--- config.mk ---
export PLATFORM = sky130hd
export DESIGN_NAME = pipeline_ctrl
export DESIGN_NICKNAME = d
export VERILOG_FILES = /design/src/rtl/pipeline_ctrl_pkg.sv /design/src/rtl/pipeline_ctrl_sat_counter.sv /design/src/rtl/pipeline_ctrl.sv
export SDC_FILE = /design/constraint.sdc
export NUM_CORES = 1
export LEC_CHECK = 0
export BUFFER_PORTS_ARGS = -buffer_cell sky130_fd_sc_hd__buf_2
export CELL_PAD_IN_SITES_DETAIL_PLACEMENT = 0
export CELL_PAD_IN_SITES_GLOBAL_PLACEMENT = 1
export CORE_MARGIN = 4
export CORE_UTILIZATION = 40
export DETAILED_ROUTE_END_ITERATION = 8
export MAX_ROUTING_LAYER = met4
export PLACE_DENSITY = 0.87
export SYNTH_ARGS = -nofsm -noshare
export SYNTH_HDL_FRONTEND = slang
export SYNTH_SLANG_ARGS = --single-unit
--- constraint.sdc ---
create_clock -name clk -period 3.3 [get_ports clk]
set_clock_uncertainty 0.05 [all_clocks]
set_input_delay 0.165 -clock clk [delete_from_list [all_inputs] [get_ports clk]]
set_output_delay 0.165 -clock clk [all_outputs]
set_load 0.02 [all_outputs]
--- src/rtl/pipeline_ctrl_pkg.sv ---
// Shared definitions for the pipeline hazard/halt controller: the FSM state
// encoding and the length of the drain sequence before the core parks.
package pipeline_ctrl_pkg;

  typedef enum logic [1:0] {
    RUN    = 2'd0,
    DRAIN  = 2'd1,
    HALTED = 2'd2
  } state_t;

  localparam int unsigned DRAIN_CYCLES = 3;

endpackage

--- src/rtl/pipeline_ctrl_sat_counter.sv ---
// Saturating up-counter for the statistics. It sticks at all-ones and never
// wraps back to zero.
module sat_counter #(
  parameter int W = 16
) (
  input  logic         clk,
  input  logic         rst,
  input  logic         inc,
  output logic [W-1:0] count
);

  logic [W-1:0] count_reg;

  always_ff @(posedge clk) begin
    if (rst) begin
      count_reg <= '0;
    end else if (inc && (count_reg != {W{1'b1}})) begin
      count_reg <= count_reg + 1'b1;
    end
  end

  assign count = count_reg;

endmodule

--- src/rtl/pipeline_ctrl.sv ---
// Stall, flush and halt controller for a five-stage pipeline. Hazard responses
// are combinational so they take effect in the same cycle the hazard is seen.
module pipeline_ctrl
  import pipeline_ctrl_pkg::*;
#(
  parameter int CNT_W = 16
) (
  input  logic             clk,
  input  logic             rst,
  input  logic [4:0]       id_rs,
  input  logic [4:0]       id_rt,
  input  logic             id_uses_rs,
  input  logic             id_uses_rt,
  input  logic             id_halt,
  input  logic             exe_mem_read,
  input  logic [4:0]       exe_wr_reg,
  input  logic             exe_branch_taken,
  input  logic             resume,
  output logic             pc_go,
  output logic             if_id_go,
  output logic             id_exe_go,
  output logic             if_id_clear,
  output logic             id_exe_clear_one,
  output logic             id_exe_clear_two,
  output logic             halted,
  output logic [CNT_W-1:0] cycle_cnt,
  output logic [CNT_W-1:0] stall_cnt,
  output logic [CNT_W-1:0] flush_cnt
);

  state_t     state_reg, state_next;
  logic [1:0] drain_cnt_reg, drain_cnt_next;
  logic       load_use;
  logic       stall_ev;
  logic       flush_ev;

  assign load_use = exe_mem_read && (exe_wr_reg != 5'd0) &&
                    ((id_uses_rs && (id_rs == exe_wr_reg)) ||
                     (id_uses_rt && (id_rt == exe_wr_reg)));

  // A taken branch squashes the ID instruction, so its hazards are moot.
  assign flush_ev = (state_reg == RUN) && exe_branch_taken;
  assign stall_ev = (state_reg == RUN) && !exe_branch_taken && load_use;

  always_comb begin
    pc_go            = 1'b1;
    if_id_go         = 1'b1;
    id_exe_go        = 1'b1;
    if_id_clear      = 1'b0;
    id_exe_clear_one = 1'b0;
    id_exe_clear_two = 1'b0;
    state_next       = state_reg;
    drain_cnt_next   = drain_cnt_reg;

    if (rst) begin
      if_id_clear      = 1'b1;
      id_exe_clear_one = 1'b1;
      state_next       = RUN;
      drain_cnt_next   = 2'd0;
    end else begin
      case (state_reg)
        RUN: begin
          if (exe_branch_taken) begin
            if_id_clear      = 1'b1;
            id_exe_clear_two = 1'b1;
          end else if (load_use || id_halt) begin
            pc_go            = 1'b0;
            if_id_go         = 1'b0;
            id_exe_clear_one = 1'b1;
            if (!load_use) begin
              state_next     = DRAIN;
              drain_cnt_next = 2'd0;
            end
          end
        end
        DRAIN: begin
          pc_go            = 1'b0;
          if_id_go         = 1'b0;
          id_exe_clear_one = 1'b1;
          if (drain_cnt_reg == 2'(DRAIN_CYCLES - 1)) begin
            state_next     = HALTED;
            drain_cnt_next = 2'd0;
          end else begin
            drain_cnt_next = drain_cnt_reg + 2'd1;
          end
        end
        HALTED: begin
          pc_go     = 1'b0;
          if_id_go  = 1'b0;
          id_exe_go = 1'b0;
          // Resume lets the successor in while bubbling the parked halt.
          if (resume) begin
            pc_go            = 1'b1;
            if_id_go         = 1'b1;
            id_exe_go        = 1'b1;
            id_exe_clear_one = 1'b1;
            state_next       = RUN;
          end
        end
        default: begin
          state_next     = RUN;
          drain_cnt_next = 2'd0;
        end
      endcase
    end
  end

  always_ff @(posedge clk) begin
    state_reg     <= state_next;
    drain_cnt_reg <= drain_cnt_next;
  end

  assign halted = (state_reg == HALTED) && !rst;

  sat_counter #(.W(CNT_W)) u_cycle_cnt (
    .clk   (clk),
    .rst   (rst),
    .inc   (state_reg != HALTED),
    .count (cycle_cnt)
  );

  sat_counter #(.W(CNT_W)) u_stall_cnt (
    .clk   (clk),
    .rst   (rst),
    .inc   (stall_ev),
    .count (stall_cnt)
  );

  sat_counter #(.W(CNT_W)) u_flush_cnt (
    .clk   (clk),
    .rst   (rst),
    .inc   (flush_ev),
    .count (flush_cnt)
  );

endmodule

==> results by group <==
Synth
  – EDFF count, synth: 0
  – Cells after Synth: 313
  – Mapped Avg Cell Area: 8.383 µm²
  – Number of synthesized register bits: 52
  – Seq/Total Area, Yosys: 0.3968
  – Yosys warnings: 0
  – Fraction of registers with async set or reset after synthesis: 0
  – Area of the mapped netlist: 0.002624 mm²
  – Syn nets: 339
  – Ys flop type: dfxtp_1
  – Synth unique cells: 46

Global routing
  – Largest net degree at the start of global routing: 35
  – Initial antenna violation count: 0
  – Met1 usage: 0.2128
  – Total Routing Usage GR: 0.1553
  – First-pass GRT wire length: 9673 µm
  – Grt ovf: 0
  – Global route hottest layer: met2
  – Met2 usage: 0.2422
  – Number of global-route vias before repair: 2063
  – M3 GR Usage: 0.02581

Floorplan
  – Row cnt: 29
  – Die Span Y: 88.99 µm
  – I/O Pins: 78
  – Starting Density: 0.4132
  – Width of the die: 88.99 µm
  – Placeable Area: 0.006350 mm²
  – Die area: 0.007919 mm²

CTS
  – CTS Root Cell: clkbuf_8
  – Worst skew pair latency: 0.30 ns
  – H-tree depth: 2
  – Max clock buf depth: 2
  – CTS sink cnt: 52
  – Hold-fix buffers, CTS: 0
  – Postcts setup bufs: 0
  – CTS tree: yes
  – Cts bufs inserted: 5
  – Clock slew at reported path FFs: 0.10 ns
  – # resized after CTS: 0

Final layout
  – Reg area: 0.001041 mm²
  – Layout Nets: 413
  – Final core occ: 0.4979
  – Antenna fix cells: 0
  – Share of cells above drive strength 1: 0.2526
  – Layout fillers: 637
  – Area taken by multi-input logic gates: 0.001509 mm²
  – P&R area growth vs syn: 20.51%

Route
  – Routed Antenna Nets: 0
  – DRC: 0
  – Final wirelength: 6121 µm
  – DR vias: 2431
  – Number of vias per cell: 5.228
  – DR iter-0 viols: 113
  – TritonRoute pass-1 iters: 4
  – WL/cell: 13.16 µm

Critical path
  – CP Class: reg -> reg
  – Critical path peak fanout: 10
  – CP Launch Type: flop
  – Kind of end point of the critical path: flop
  – CP Data Arrival Time: 2.19 ns
  – Worst EP required: 3.43 ns

Worst hold path
  – Worst min path class: in -> reg

Timing
  – Fin crit period: 2.059 ns
  – Final Hold Violating Endpoints: 0
  – Period utilisation layout: 0.6238
  – Rel. slew slack: 0.5582
  – Fmax: 0.4858 GHz
  – Setup_tns: 0 ns
  – Final Max Slew Viols: 0
  – Worst-Margin Slew: 0.6612 ns
  – RSZ-0062 raised after global routing: false
  – Final Setup Violations: 0

Place
  – Gpl congestion: 0.8138
  – IO Port Bufs: 77
  – Detailed Place HPWL: 4625 µm

Job
  – Max_cap viols: 0

Power
  – Switching Fraction: 0.2514
  – Clock power share: 0.337
  – Power density cells: 359.9 mW/mm²
  – Switch Pwr: 286.0 µW
  – Largest vdd supply drop: 189.9 µV
  – Pint: 851.8 µW
  – Leak pwr: 1.329 nW
  – Comb pwr share: 0.096
  – Sequential Power Share: 0.567

Status
  – Run status: finished, final reports clean
[path summary, 6_finish.rpt]
| path | start | end | slack [ns] | cells past startpoint |
|---|---|---|---|---|
| worst min register to register | u_cycle_cnt.count[1] | u_cycle_cnt.count[1] | 0.45 | 2 |
| worst min-delay path | resume | state_reg[1] | 0.15 | 3 |
| worst max register to register | state_reg[1] | u_flush_cnt.count[9] | 1.24 | 6 |
| worst max-delay path | state_reg[1] | u_flush_cnt.count[9] | 1.24 | 6 |
[layout make-up]
cell class / instances / share of cell area
clock buffer: 6 / 0.02612
clock inverter: 2 / 0.004353
inverter: 7 / 0.008310
multi-input combinational: 243 / 0.4772
sequential: 52 / 0.3292
tap: 77 / 0.03047
timing repair buffer: 78 / 0.1243
[metal layers]
metal  share of wire  wire length, µm
met1            0.48             2930
met4          0.0047               29
met2            0.46             2832
met5               0                0
met3           0.054              328
[cell usage after synthesis, drive strengths merged, types with 2 or more instances]
library cell | n | area share
inv | 7 | 0.010
o21a | 2 | 0.0062
nand2b | 3 | 0.0072
nand4 | 14 | 0.036
xor2 | 19 | 0.063
nor4 | 2 | 0.0048
nor3b | 3 | 0.010
a211oi | 2 | 0.0057
xnor2 | 17 | 0.057
or4 | 3 | 0.010
a21oi | 17 | 0.032
mux2 | 5 | 0.021
o21ai | 11 | 0.021
dfxtp | 52 | 0.40
ha | 3 | 0.014
or3 | 10 | 0.024
nor2b | 5 | 0.012
buf | 3 | 0.0067
nor3 | 10 | 0.019
a41oi | 2 | 0.0067
nand2 | 26 | 0.037
a31oi | 3 | 0.013
clkbuf | 8 | 0.011
and2 | 2 | 0.0057
nand3 | 16 | 0.032
and4 | 7 | 0.023
nor2 | 45 | 0.064
and3 | 6 | 0.014
[cell families (layout without fill, tap and decap cells)]
| family | Yosys count | after routing | share of synthesized area |
|---|---|---|---|
| simple gates | 152 | 152 | 0.3004 |
| flops | 52 | 52 | 0.3968 |
| compound gates | 46 | 46 | 0.1149 |
| xor+xnor | 36 | 36 | 0.1202 |
| buf+inv | 18 | 93 | 0.02814 |
| mux | 6 | 6 | 0.02527 |
| fa+ha+maj | 3 | 3 | 0.01431 |
[cell usage in the layout, fill, tap and decap left out, types with 11 or more instances in the layout]
| cell | count |
|---|---|
| xnor2_1 | 17 |
| nor2_1 | 45 |
| nand3_1 | 15 |
| dfxtp_1 | 52 |
| nand4_1 | 13 |
| o21ai_0 | 11 |
| a21oi_1 | 17 |
| xor2_1 | 19 |
| nand2_1 | 26 |
| buf_2 | 77 |
[metrics by stage]
stage          instance area [µm²]  setup WS [ns]  hold WS [ns]  power [mW]  std cells
2_1_floorplan                 2624          1.324        0.2985      0.7296        313
3_3_place_gp                  3065          1.183        0.4292      0.7687        457
3_5_place_dp                  3065          1.160        0.4377      0.7700        457
4_1_cts                       3162          1.205        0.1317       1.160        465
5_1_grt                       3162         0.9330        0.1753       1.192        465
6_report                      3162          1.241        0.1476       1.138        465
[critical path, cell delays in order (launching register included)]
cell and delay, ns:
dfxtp_1 0.40, nor3b_1 0.58, nand3_1 0.14, a41oi_1 0.42, nand3_1 0.15, xor2_1 0.15
nor2_1 0.05
[power by group through the flow]
stage                     Combinational [mW]  Clock [mW]  Sequential, mW
final                                  0.109       0.383           0.645
after global routing                   0.120       0.424           0.647
after CTS                              0.110       0.404           0.645
after detailed placement               0.110           0           0.660
after global placement                 0.109           0           0.660
after floorplan                       0.0653           0           0.664
(Power assumes the default switching activity.)
